`config.mk`:
```
export PLATFORM = sky130hd
export DESIGN_NAME = mux4_sel_arbiter_flat
export DESIGN_NICKNAME = d
export VERILOG_FILES = /design/src/rtl/mux4_sel_arbiter_if.sv /design/src/rtl/mux4_sel_arbiter.sv /design/src/flat_wrapper.sv
export SDC_FILE = /design/constraint.sdc
export NUM_CORES = 1
export LEC_CHECK = 0
export ABC_AREA = 1
export CORE_ASPECT_RATIO = 1.2
export CORE_MARGIN = 2
export CORE_UTILIZATION = 51
export DETAILED_ROUTE_END_ITERATION = 6
export MAX_ROUTING_LAYER = met4
export PLACE_DENSITY = 0.89
export SLEW_MARGIN = 0
export SYNTH_ARGS = -nofsm -noshare
export SYNTH_HDL_FRONTEND = slang
export SYNTH_SLANG_ARGS = --single-unit
export TNS_END_PERCENT = 1
```
`constraint.sdc`:
```
create_clock -name clk -period 1.8 [get_ports clk]
set_clock_uncertainty 0.05 [all_clocks]
set_input_delay 0.36 -clock clk [delete_from_list [all_inputs] [get_ports clk]]
set_output_delay 0.36 -clock clk [all_outputs]
set_load 0.005 [all_outputs]
```
`src/rtl/mux4_sel_arbiter_if.sv`:
```
// Request/select bundle between the sources, the
// round-robin arbiter and the downstream 4:1 mux.
interface mux4_sel_arbiter_if;
  logic [3:0] req;
  logic       ready;
  logic [1:0] sel;
  logic [3:0] gnt;
  logic       valid;
  logic       last;

  modport master (
    input  req,
    input  ready,
    output sel,
    output gnt,
    output valid,
    output last
  );

  modport slave (
    output req,
    output ready,
    input  sel,
    input  gnt,
    input  valid,
    input  last
  );
endinterface

```
`src/rtl/mux4_sel_arbiter.sv`:
```
// Burst-oriented round-robin arbiter driving the
// select of a 4:1 mux with a valid/ready beat channel.
module mux4_sel_arbiter #(
  parameter int BURST_LEN = 4,
  parameter int CNT_W     = 4
) (
  input  logic           clk,
  input  logic           rst,
  mux4_sel_arbiter_if.master bus
);

  typedef enum logic {
    IDLE,
    GRANT
  } state_t;

  state_t           state;
  logic [1:0]       sel_q;
  logic [3:0]       gnt_q;
  logic [1:0]       ptr;
  logic [CNT_W-1:0] beat_cnt;

  logic       valid;
  logic       last;
  logic       beat;
  logic       rel;
  logic       found;
  logic [1:0] base;
  logic [1:0] win;

  assign valid = (state == GRANT) & bus.req[sel_q];
  assign last  = valid &
                 (beat_cnt == CNT_W'(BURST_LEN - 1));
  assign beat  = valid & bus.ready;
  assign rel   = (state == GRANT) &
                 ((beat & last) | ~bus.req[sel_q]);

  // On release the pointer moves past the current
  // source before the same-cycle re-arbitration.
  assign base = (state == GRANT) ? sel_q + 2'd1 : ptr;

  always_comb begin
    found = 1'b0;
    win   = base;
    for (int i = 3; i >= 0; i--) begin
      if (bus.req[base + 2'(i)]) begin
        found = 1'b1;
        win   = base + 2'(i);
      end
    end
  end

  always_ff @(posedge clk) begin
    if (rst) begin
      state    <= IDLE;
      sel_q    <= 2'b00;
      gnt_q    <= 4'b0000;
      ptr      <= 2'b00;
      beat_cnt <= '0;
    end else begin
      unique case (state)
        IDLE: begin
          if (found) begin
            state    <= GRANT;
            sel_q    <= win;
            gnt_q    <= 4'b0001 << win;
            beat_cnt <= '0;
          end else begin
            gnt_q <= 4'b0000;
          end
        end
        GRANT: begin
          if (rel) begin
            ptr      <= sel_q + 2'd1;
            beat_cnt <= '0;
            if (found) begin
              sel_q <= win;
              gnt_q <= 4'b0001 << win;
            end else begin
              state <= IDLE;
              gnt_q <= 4'b0000;
            end
          end else if (beat) begin
            beat_cnt <= beat_cnt + 1'b1;
          end
        end
        default: state <= IDLE;
      endcase
    end
  end

  assign bus.sel   = sel_q;
  assign bus.gnt   = gnt_q;
  assign bus.valid = valid;
  assign bus.last  = last;

endmodule
```
`src/flat_wrapper.sv`:
```
// flat-port wrapper written by rule: the top's interface ports become plain ports
module mux4_sel_arbiter_flat 
#(
  parameter int BURST_LEN = 4,
  parameter int CNT_W     = 4
)
  (clk, rst, bus_req, bus_ready, bus_sel, bus_gnt, bus_valid, bus_last);
  mux4_sel_arbiter_if bus_i ();
  input  logic clk;
  input  logic rst;
  input wire logic [$bits(bus_i.req)-1:0] bus_req;
  input wire logic [$bits(bus_i.ready)-1:0] bus_ready;
  output wire logic [$bits(bus_i.sel)-1:0] bus_sel;
  output wire logic [$bits(bus_i.gnt)-1:0] bus_gnt;
  output wire logic [$bits(bus_i.valid)-1:0] bus_valid;
  output wire logic [$bits(bus_i.last)-1:0] bus_last;
  assign bus_i.req = bus_req;
  assign bus_i.ready = bus_ready;
  assign bus_sel = bus_i.sel;
  assign bus_gnt = bus_i.gnt;
  assign bus_valid = bus_i.valid;
  assign bus_last = bus_i.last;
  mux4_sel_arbiter #(.BURST_LEN(BURST_LEN), .CNT_W(CNT_W)) u_core (.clk(clk), .rst(rst), .bus(bus_i));
endmodule
```
Word-level counts from Yosys, hierarchy flattened
Index checks and enable logic that the tools add are counted.

Multiplexer cells: 32. Bitwise logic cells: 8. Magnitude comparators: 5. Reduce and logical (&&, ||, !) cells: 2. Shift-type cells: 1. Eq/ne operators: 4. Add/sub/neg operators: 5.

Operators by type and width (number): $mux W4 (5); $pmux W4 S2 (2); $lt A2 B3 Y1 const B (5); $mux W2 (7); $mux W1 (11); $bmux W1 S2 (5); $and A1 B1 Y1 (5); $add A2 B1 Y2 const B (2); $add A2 B2 Y2 const B (2); $add A4 B1 Y4 const B (1); $eq A4 B2 Y1 const B (1); $pmux W2 S2 (1); $reduce_and A2 Y1 (2); $shl A1 B2 Y4 const A (1); $ne A3 B3 Y1 const B (1); $ne A2 B1 Y1 const B (1); $ne A2 B2 Y1 const B (1); $not A1 Y1 (2); $pmux W1 S2 (1); $or A1 B1 Y1 (1).

Word-level logic and storage cells: 62. Register bits after elaboration: 13. Input bits: 7.

Depth between registers and ports, before layout
Gate-level depths: netlist (run 1).

Depth in word-level cells: 13. Depth in mapped cells: 15. Mapped depth without buffers: 15.

Least setup slack after synthesis (run 1)
No wires, ideal clock.

Kind: reg-to-reg. From: register u_core.sel_q[1], in the netlist u_core.bus.sel[1]. To: register u_core.ptr[0]. Setup slack: 237 ps. Clock period less this slack: 1563 ps. Arrival time: 1394 ps. Data required time: 1631 ps. Cell stages (with the launch flop): 12. Cell sequence: dfxtp_1 -> inv_1 -> a21oi_1 -> o21ai_0 -> a21oi_2 -> inv_1 -> nor2_2 -> nand2_1 -> nand2_1 -> nand2_1 -> o21ai_0 -> a21oi_1.

Longest elaborated chain between the ends: 8.

RTL lines: start: declaration (line mux4_sel_arbiter.sv:18) `logic [1:0] sel_q;`; start signal: assignment (line mux4_sel_arbiter.sv:65) `sel_q <= win;`; start signal: assignment (line mux4_sel_arbiter.sv:77) `sel_q <= win;`; $bmux W1 S2 (line mux4_sel_arbiter.sv:31) `assign valid = (state == GRANT) & bus.req[sel_q];`; $mux W1 (not written as such) (line mux4_sel_arbiter.sv:31); $and A1 B1 Y1 (line mux4_sel_arbiter.sv:31); via bus_valid (line flat_wrapper.sv:15) `output wire logic [$bits(bus_i.valid)-1:0] bus_valid;`; $and A1 B1 Y1 (line mux4_sel_arbiter.sv:32) `assign last = valid &`; via bus_last (line flat_wrapper.sv:16) `output wire logic [$bits(bus_i.last)-1:0] bus_last;`; $and A1 B1 Y1 (line mux4_sel_arbiter.sv:36) `((beat & last) | ~bus.req[sel_q]);`; $or A1 B1 Y1 (line mux4_sel_arbiter.sv:36); $and A1 B1 Y1 (line mux4_sel_arbiter.sv:35) `assign rel = (state == GRANT) &`; $reduce_and A2 Y1 (no source line); end signal: assignment (line mux4_sel_arbiter.sv:74) `ptr <= sel_q + 2'd1;`; end: declaration (line mux4_sel_arbiter.sv:20) `logic [1:0] ptr;`.

The timed path passes the listed nets, and every way through them passes these cells. The select of a mux whose other input is x is not followed. A chain may end at the register's enable or synchronous reset.

Worst setup path after layout (run 1)
From: register u_core.sel_q[1], in the netlist u_core.bus.sel[1]. To: output port bus_valid.

Longest elaborated chain between the ends: 3.

RTL lines (line): $bmux W1 S2 (mux4_sel_arbiter.sv:31); $mux W1 (not written as such) (mux4_sel_arbiter.sv:31); $and A1 B1 Y1 (mux4_sel_arbiter.sv:31); end: declaration (flat_wrapper.sv:15).

Every way passes these cells. The select of a mux whose other input is x is not followed.

==> flow_metrics.py, run 1 <==
metrics = {
    "worst_setup_path": {
        "reg2reg_slack_ns": -0.03,
        "worstPathMaxFanout": 3,
        "r2r-start": "u_core.bus.sel[0]$_SDFFE_PP0P_",
        "r2r-end": "u_core.bus.gnt[0]$_SDFFE_PP0P_",
        "critPathKind": "reg2out",
        "reg2reg_depth": 14,
        "crit_arrival_ns": 1.44,
        "critPathCaptureType": "output pin",
        "critPathRequiredTime_ns": 1.39,
        "worst_setup_path_start_kind": "flop",
    },
    "grt": {
        "overflow": 0,
        "grt_max_degree": 9,
        "grt_pass1_wl_mm": 4.30,
        "grt_pass1_vias": 1080,
        "gr-usage-all-layers_pct": 26.3,
        "antenna_found_initial": 0,
    },
    "drt": {
        "drt-pass1-iter-count": 4,
        "drc": 0,
        "drtIter0Drc": 31,
        "viasPerCell": 5.79,
        "wl_per_cell_um": 15.6,
        "num_vias": 1211,
        "drt-total-wl_mm": 3.26,
        "drtAntennaViolNets": 0,
    },
    "timing": {
        "fin_crit_sh_pct": 103,
        "max_freq_mhz": 541,
        "period_minus_slack_ns": 1.85,
        "relSlewSlack_pct": 81.9,
        "tightestPinTransition_ns": 0.271,
        "rsz0062_at_grt": "yes",
        "slew_viol_final": 0,
        "final-setup-viol-count": 6,
        "hold_viol": 0,
        "worst_slack_ns": -0.0499,
    },
    "floorplan": {
        "start_util_pct": 55.0,
        "io-pin-count": 15,
        "core_area_mm2": 0.00166,
        "placement_rows": 16,
        "die_x_um": 42.7,
        "dieArea_mm2": 0.00215,
        "die_y_um": 50.4,
    },
    "clock_tree": {
        "cts_max_path_buffers": 2,
        "cts_num_sinks": 13,
        "cts_tree": "done",
        "cts_buffers": 3,
        "clk_pin_slew_ns": 0.07,
        "clk_latency_ns": 0.28,
        "cts_root_buffer": "clkbuf_4",
        "h-tree-depth": 1,
    },
    "layout": {
        "post-route-util_pct": 85.1,
        "fillers": 103,
        "final_cell_count_no_fill": 209,
        "fin_nets": 200,
        "final_common_cell": "nand2_1",
        "drive_gt1_share_pct": 41.9,
        "final_cell_mix": "36 x nand2_1, 22 x buf_4, 15 x nand3_1, 14 x inv_1, 14 x nand2_2",
        "antennaDiodeCount": 0,
        "area_growth_pct": 54.6,
    },
    "job": {
        "cap_violations": 0,
    },
    "power_and_ir_drop": {
        "ir_drop_uv": 1200,
        "p_switching_uw": 978,
        "switching_share_pct": 47.6,
        "combPwrFrac_pct": 68.7,
        "p_leak_nw": 0.712,
        "sequentialPowerShare_pct": 22.3,
        "power_density_mw_per_mm2": 1450,
        "internal-power_mw": 1.08,
        "p_clk_share_pct": 9.0,
    },
    "synth": {
        "synth_area_um2": 915,
        "synthTopCellsByArea": "dfxtp_1 28%, nand2_1 19%, nand3_1 9.8%",
        "synth_top_area_share_pct": 28.5,
        "synth_cell_types": 19,
        "synth_area_per_cell_um2": 6.18,
        "synth-seq-area-share_pct": 28.5,
        "syn_nets": 156,
        "synth-seq-cells": 13,
        "synthCells": 148,
        "yosysWarnings": 0,
        "yosysTopAreaCell": "dfxtp_1",
    },
    "outcome": {
        "status": "complete, but fails checks",
        "violations": "negative setup slack",
    },
    "placement": {
        "dp_hpwl_mm": 1.77,
        "placed_cells": 193,
        "gp_congestion": 0.974,
        "port_buffers": 14,
        "post-place-ws_ns": -0.619,
    },
    "min_path": {
        "hp-start": "u_core.bus.gnt[3]$_SDFFE_PP0P_",
        "holdPathStages": 2,
        "hold_path_class": "reg2reg",
        "min_to": "u_core.bus.gnt[3]$_SDFFE_PP0P_",
    },
}
synth_stat cells, drive strengths merged:
| library cell | count |
|---|---|
| a211oi | 1 |
| dfxtp | 13 |
| nand4 | 3 |
| nand3 | 22 |
| inv | 22 |
| a21oi | 12 |
| nor2 | 5 |
| xor2 | 2 |
| nand2 | 55 |
| or2 | 2 |
| clkinv | 1 |
| o21ai | 9 |
| ha | 1 |
kinds of logic after synthesis:
kind of cell / count (synthesis) / share of synthesized area (%)
AO/OA/AOI/OAI: 22 / 12.7
XOR/XNOR: 2 / 1.92
adder cells (fa/ha/maj): 1 / 1.37
buffers and inverters: 23 / 9.44
flip-flops: 13 / 28.5
AND/OR/NAND/NOR: 87 / 46.1
registers in the layout (all words and copies together), names as in the netlist:
register,cells
u_core.beat_cnt,4
u_core.bus.gnt,4
u_core.bus.sel,2
u_core.ptr,2
u_core.state,1
layout make-up:
class	count	area [um^2]	share of cell area [%]
Sequential cell	13	272	19.2
Inverter	23	91.3	6.46
Tap cell	18	22.5	1.59
Timing Repair Buffer	39	335	23.7
Clock buffer	4	26.3	1.86
Multi-Input combinational cell	112	667	47.2
worst max-delay path: stages, from the launching register on:
cell,delay (ns)
dfxtp_4,0.38
inv_4,0.04
a21oi_2,0.13
o21ai_2,0.09
a21oi_2,0.17
buf_4,0.13
buf_4,0.10
clkbuf_2,0.11
how the worst max path moves through the flow:
stage,from,end,depth (start not counted)
floorplan,u_core.bus.sel[1]$_SDFFE_PP0P_,u_core.ptr[0]$_SDFFE_PP0P_,11
global placement,bus_req[3],bus_last,8
detailed placement,bus_req[1],bus_last,8
CTS,bus_req[1],u_core.ptr[1]$_SDFFE_PP0P_,16
global route,u_core.bus.sel[1]$_SDFFE_PP0P_,u_core.ptr[1]$_SDFFE_PP0P_,14
finish,u_core.bus.sel[1]$_SDFFE_PP0P_,bus_valid,7
metal layers:
metal  track usage [%]  vias to the layer above  share of wire, %
li1                  -                      563                 -
met2              49.2                       67                52
met5                 -                        -                 0
met4              11.5                        0               4.6
met1              27.7                      560                38
met3              1.44                       21               4.9
power by group through the flow:
stage	Clock [mW]	Combinational (mW)	Sequential, mW
after floorplan	0	0.626	0.433
after global placement	0	0.967	0.421
after detailed placement	0	1.00	0.423
after CTS	0.186	1.06	0.425
after global routing	0.199	1.52	0.464
final	0.184	1.41	0.459
repair_timing:
item                                    4_1_cts  5_1_grt
gates resized for setup                      20       39
endpoints found under the hold margin         0        0
pin swaps                                     6       12
endpoints found under the setup margin       14       12
hold buffers                                  0        0
buffers inserted                              7        6
metrics by stage:
step,hold slack (ns),total power [mW],area [um^2],setup TNS [ns]
after floorplan,0.379,1.06,915,0
after global placement,0.406,1.39,1170,-4.55
after detailed placement,0.410,1.42,1170,-4.95
after CTS,0.419,1.67,1260,-0.0401
after global routing,0.437,2.18,1410,-0.979
final,0.427,2.06,1410,-0.152
Power figures use the tool's default switching activity.
==> run 2, diff against run 1 <==
TNS_END_PERCENT = default   (was 1)
==> run 2 against run 1 <==
Register-to-register slack improved by 0.08 ns. Critical path depth fell by 1. Non-clock buffer count fell by 3. Sequential power barely moved. The flow now finishes without violations. Clock power barely moved.
==> flow_metrics.py, run 2 (synthesized netlist as in run 1, its figures left out) <==
metrics = {
    "grt": {
        "grt_max_degree": 9,
        "gr-usage-all-layers_pct": 26.4,
        "grt_use_met3_pct": 1.80,
        "grt_pass1_vias": 1092,
        "antenna_found_initial": 0,
        "busiest_layer": "met2",
        "grt_util_met1_pct": 26.5,
        "overflow": 0,
        "grt_pass1_wl_mm": 4.29,
        "use_met2_pct": 49.0,
    },
    "floorplan": {
        "die_y_um": 50.4,
        "core_area_mm2": 0.00166,
        "io-pin-count": 15,
        "placement_rows": 16,
        "start_util_pct": 55.0,
        "die_x_um": 42.7,
        "dieArea_mm2": 0.00215,
    },
    "clock_tree": {
        "clk_pin_slew_ns": 0.08,
        "cts_num_sinks": 13,
        "clk_latency_ns": 0.28,
        "cts_root_buffer": "clkbuf_4",
        "cts_max_path_buffers": 2,
        "postCtsHoldBufs": 0,
        "cts_buffers": 3,
        "cts_tree": "done",
        "h-tree-depth": 1,
    },
    "timing": {
        "rsz0062_at_grt": "yes",
        "tightestPinTransition_ns": 0.276,
        "relSlewSlack_pct": 81.5,
        "worst_slack_ns": 0.00372,
        "fin_crit_sh_pct": 99.8,
        "hold_viol": 0,
        "fin_hold_ws_ns": 0.421,
        "max_freq_mhz": 557,
        "period_minus_slack_ns": 1.80,
        "final-setup-viol-count": 0,
        "slew_viol_final": 0,
    },
    "layout": {
        "fillers": 106,
        "final_cell_mix": "36 x nand2_1, 20 x buf_4, 15 x inv_1, 15 x nand2_2, 15 x nand3_1",
        "drive_gt1_share_pct": 39.4,
        "multi_input_area_um2": 669,
        "final_common_cell": "nand2_1",
        "fin_nets": 197,
        "post-route-util_pct": 83.1,
        "area_growth_pct": 51.0,
        "antennaDiodeCount": 0,
        "register_area_um2": 272,
    },
    "power_and_ir_drop": {
        "total_power_mw": 1.94,
        "power_density_mw_per_mm2": 1400,
        "p_leak_nw": 0.694,
        "ir_drop_uv": 1200,
    },
    "drt": {
        "drtAntennaViolNets": 0,
        "viasPerCell": 5.53,
        "drt-pass1-iter-count": 5,
        "drt-total-wl_mm": 2.84,
        "num_vias": 1140,
        "drc": 0,
        "drtIter0Drc": 34,
        "wl_per_cell_um": 13.8,
    },
    "worst_setup_path": {
        "worst_setup_path_start_kind": "flop",
        "critPathRequiredTime_ns": 1.39,
        "worstPathMaxFanout": 5,
        "crit_arrival_ns": 1.39,
        "critPathCaptureType": "output pin",
        "critPathKind": "reg2out",
    },
    "min_path": {
        "hold_path_class": "reg2reg",
    },
    "placement": {
        "port_buffers": 14,
        "post-place-ws_ns": -0.619,
        "dp_hpwl_mm": 1.77,
        "gp_congestion": 0.974,
    },
    "job": {
        "cap_violations": 0,
    },
    "outcome": {
        "status": "completed",
    },
}
## run 2: routing by layer
metal	vias up	share of wire, %
met1	518	41
met4	0	1.7
met5	-	0
met3	6	4.7
li1	560	-
met2	56	53
## run 2: worst max-delay path: stages (launching register included)
cell and delay [ns]:
dfxtp_4 0.38, a21oi_4 0.17, o21ai_2 0.10, a21oi_2 0.16
inv_1 0.06, nor2_2 0.11, buf_2 0.13
## run 2: repair_timing
action                                  in CTS  in global routing
endpoints found under the setup margin      14                 10
buffers inserted                             7                  3
cloned                                       0                  0
gates resized for setup                     23                 34
pin swaps                                    6                 11
## run 2: where the power goes
part | internal (mW) | total, mW | switching (mW)
registers | 0.376 | 0.457 | 0.0812
clock network | 0.0860 | 0.181 | 0.0945
logic | 0.569 | 1.30 | 0.732
total | 1.03 | 1.94 | 0.907
## run 2: final cells by class
cell class,count,share of cell area [%]
tap,18,1.63
multi-input combinational,112,48.5
sequential,13,19.7
timing repair buffer,36,21.7
clock buffer,4,1.90
inverter,23,6.61
## run 2: final timing paths
kind	to	start	depth (start not counted)	slack [ns]
max reg2reg	u_core.bus.gnt[0]$_SDFFE_PP0P_	u_core.bus.sel[0]$_SDFFE_PP0P_	15	0.05
min reg2reg	u_core.bus.gnt[2]$_SDFFE_PP0P_	u_core.bus.gnt[2]$_SDFFE_PP0P_	2	0.42
min	u_core.bus.gnt[2]$_SDFFE_PP0P_	u_core.bus.gnt[2]$_SDFFE_PP0P_	2	0.42
max	bus_last	u_core.bus.sel[0]$_SDFFE_PP0P_	6	0.004
## run 2: through the flow
stage               setup TNS (ns)  instance area, um^2  cells
floorplan                        0                  915    148
global placement             -4.55                 1170    193
detailed placement           -4.95                 1170    193
CTS                              0                 1270    204
global route                -0.277                 1380    206
finish                           0                 1380    206
==> run 3, diff against run 2 <==
CORE_MARGIN = default   (was 2)
PLACE_DENSITY = 0.77   (was 0.89)
==> run 3 against run 2 <==
Setup slack better by 0.040 ns. Hold slack got worse by 0.0028 ns. Routed wire length rose by 2.0%. Register-to-register slack about the same. Power up 5.9%. Final area up 4.2%. First-iteration DRC count grew 29%. Sequential power decreased by 0.9%. Global-route usage grew 0.70 points. Die area is 8.5% lower. Via count grew 1.3%.
==> flow_metrics.py, run 3 (synthesized netlist as in run 1, its figures left out) <==
metrics = {
    "outcome": {
        "status": "completed",
    },
    "timing": {
        "period_minus_slack_ns": 1.76,
        "rsz0062_at_grt": "yes",
        "fin_crit_sh_pct": 97.6,
        "tightestPinTransition_ns": 0.222,
        "worst_slack_ns": 0.0435,
        "slew_viol_final": 0,
        "relSlewSlack_pct": 85.1,
        "setup_tns_ns": 0,
        "final-setup-viol-count": 0,
        "max_freq_mhz": 569,
        "hold_viol": 0,
    },
    "layout": {
        "antennaDiodeCount": 0,
        "area_growth_pct": 57.3,
        "fin_nets": 201,
        "post-route-util_pct": 86.6,
        "final_cell_area_mm2": 0.00144,
        "fillers": 86,
        "drive_gt1_share_pct": 41.7,
        "final_common_cell": "nand2_1",
        "final_cell_mix": "33 x nand2_1, 23 x buf_4, 15 x inv_1, 15 x nand3_1, 12 x nand2_2",
    },
    "grt": {
        "antenna_found_initial": 0,
        "busiest_layer": "met2",
        "grt_use_met3_pct": 2.75,
        "grt_max_degree": 9,
        "use_met2_pct": 47.9,
        "grt_pass1_vias": 995,
        "overflow": 0,
        "grt_pass1_wl_mm": 3.68,
        "grt_util_met1_pct": 27.7,
        "gr-usage-all-layers_pct": 27.1,
    },
    "drt": {
        "drt-total-wl_mm": 2.90,
        "drtAntennaViolNets": 0,
        "drt-pass1-iter-count": 5,
        "num_vias": 1155,
        "wl_per_cell_um": 13.8,
        "drtIter0Drc": 44,
        "drc": 0,
        "viasPerCell": 5.50,
    },
    "floorplan": {
        "io-pin-count": 15,
        "dieArea_mm2": 0.00197,
        "start_util_pct": 55.0,
        "die_y_um": 48.4,
        "die_x_um": 40.7,
        "core_area_mm2": 0.00166,
        "placement_rows": 16,
    },
    "worst_setup_path": {
        "critPathCaptureType": "output pin",
        "crit_chain": "inv_2, a21oi_2, o21ai_2, a21oi_2, inv_1, nor2_2, buf_2",
        "worst_setup_path_start_kind": "flop",
        "crit_arrival_ns": 1.35,
        "critPathKind": "reg2out",
        "worstPathMaxFanout": 3,
        "crit_buf_inv": 3,
        "cp_top_family": "flip-flops",
        "reg2reg_depth": 15,
        "cp_slowest_cell": "dfxtp_2",
        "r2r-start": "u_core.bus.sel[0]$_SDFFE_PP0P_",
        "path_common_cell": "a21oi_2",
        "crit_start": "u_core.bus.sel[1]$_SDFFE_PP0P_",
        "reg2reg_slack_ns": 0.06,
        "critPathRequiredTime_ns": 1.39,
        "r2r-end": "u_core.bus.gnt[0]$_SDFFE_PP0P_",
        "cpPeakStageDelay_ns": 0.38,
    },
    "clock_tree": {
        "cts_tree": "done",
        "clk_pin_slew_ns": 0.08,
        "clk_latency_ns": 0.29,
        "cts_root_buffer": "clkbuf_4",
        "h-tree-depth": 1,
        "cts_max_path_buffers": 2,
        "cts_num_sinks": 13,
        "cts_buffers": 3,
    },
    "placement": {
        "gp_congestion": 0.743,
        "port_buffers": 14,
        "dpl_cell_area_mm2": 0.00122,
        "dp_hpwl_mm": 1.80,
        "post-place-ws_ns": -0.613,
    },
    "min_path": {
        "min_to": "u_core.bus.gnt[2]$_SDFFE_PP0P_",
        "hold_path_class": "reg2reg",
        "hp-start": "u_core.bus.gnt[2]$_SDFFE_PP0P_",
        "holdPathStages": 2,
    },
    "power_and_ir_drop": {
        "ir_drop_uv": 1060,
        "total_power_mw": 2.05,
        "p_leak_nw": 0.733,
        "power_density_mw_per_mm2": 1430,
    },
    "job": {
        "cap_violations": 0,
    },
}
[run 3: cell type report]
type	instances	area, um^2	share of cell area, %
tap	18	22.5	1.57
timing repair buffer	40	335	23.3
clock buffer	4	26.3	1.83
multi-input combinational	112	692	48.1
inverter	23	93.8	6.52
sequential	13	269	18.7
[run 3: report_power, final]
part           total [mW]  internal (mW)  switching [mW]
registers           0.453          0.372          0.0803
clock network       0.186         0.0863          0.0994
logic                1.42          0.621           0.794
total                2.05           1.08           0.974
[run 3: worst max path at each step]
stage / end / slack (ns) / cells after the start
2_1_floorplan: u_core.ptr[0]$_SDFFE_PP0P_ / 0.24 / 11
3_3_place_gp: bus_last / -0.57 / 8
3_5_place_dp: bus_last / -0.61 / 8
4_1_cts: bus_valid / -0.02 / 6
5_1_grt: u_core.bus.gnt[2]$_SDFFE_PP0P_ / -0.07 / 16
6_report: bus_last / 0.04 / 7
[run 3: stage by stage]
step,hold WS [ns],cells
3_5_place_dp,0.408,199
5_1_grt,0.441,210
3_3_place_gp,0.402,199
2_1_floorplan,0.379,148
6_report,0.418,210
4_1_cts,0.419,206
[run 3: worst register-to-register path, stage by stage, from the launching register on]
cell     delay (ns)
dfxtp_4        0.41
buf_6          0.12
inv_6          0.04
nand2_4        0.08
nand3_1        0.10
nand2_1        0.13
nand2_2        0.07
nand2_1        0.06
inv_1          0.04
nand3_2        0.08
nand2_4        0.07
nand2_2        0.06
nand2_2        0.07
nand2_2        0.09
nand3_2        0.07
a21oi_2        0.13
[run 3: timing repair]
item,CTS,global route
pin swaps,3,15
hold buffers,0,0
endpoints found under the setup margin,14,14
resized for setup,17,47
setup buffers,3,4
[run 3: metal layers]
| metal | share of wire, % | up-vias |
|---|---|---|
| met5 | 0 | - |
| met4 | 2.5 | 0 |
| met3 | 2.2 | 9 |
| met2 | 53 | 30 |
| met1 | 42 | 547 |
| li1 | - | 569 |
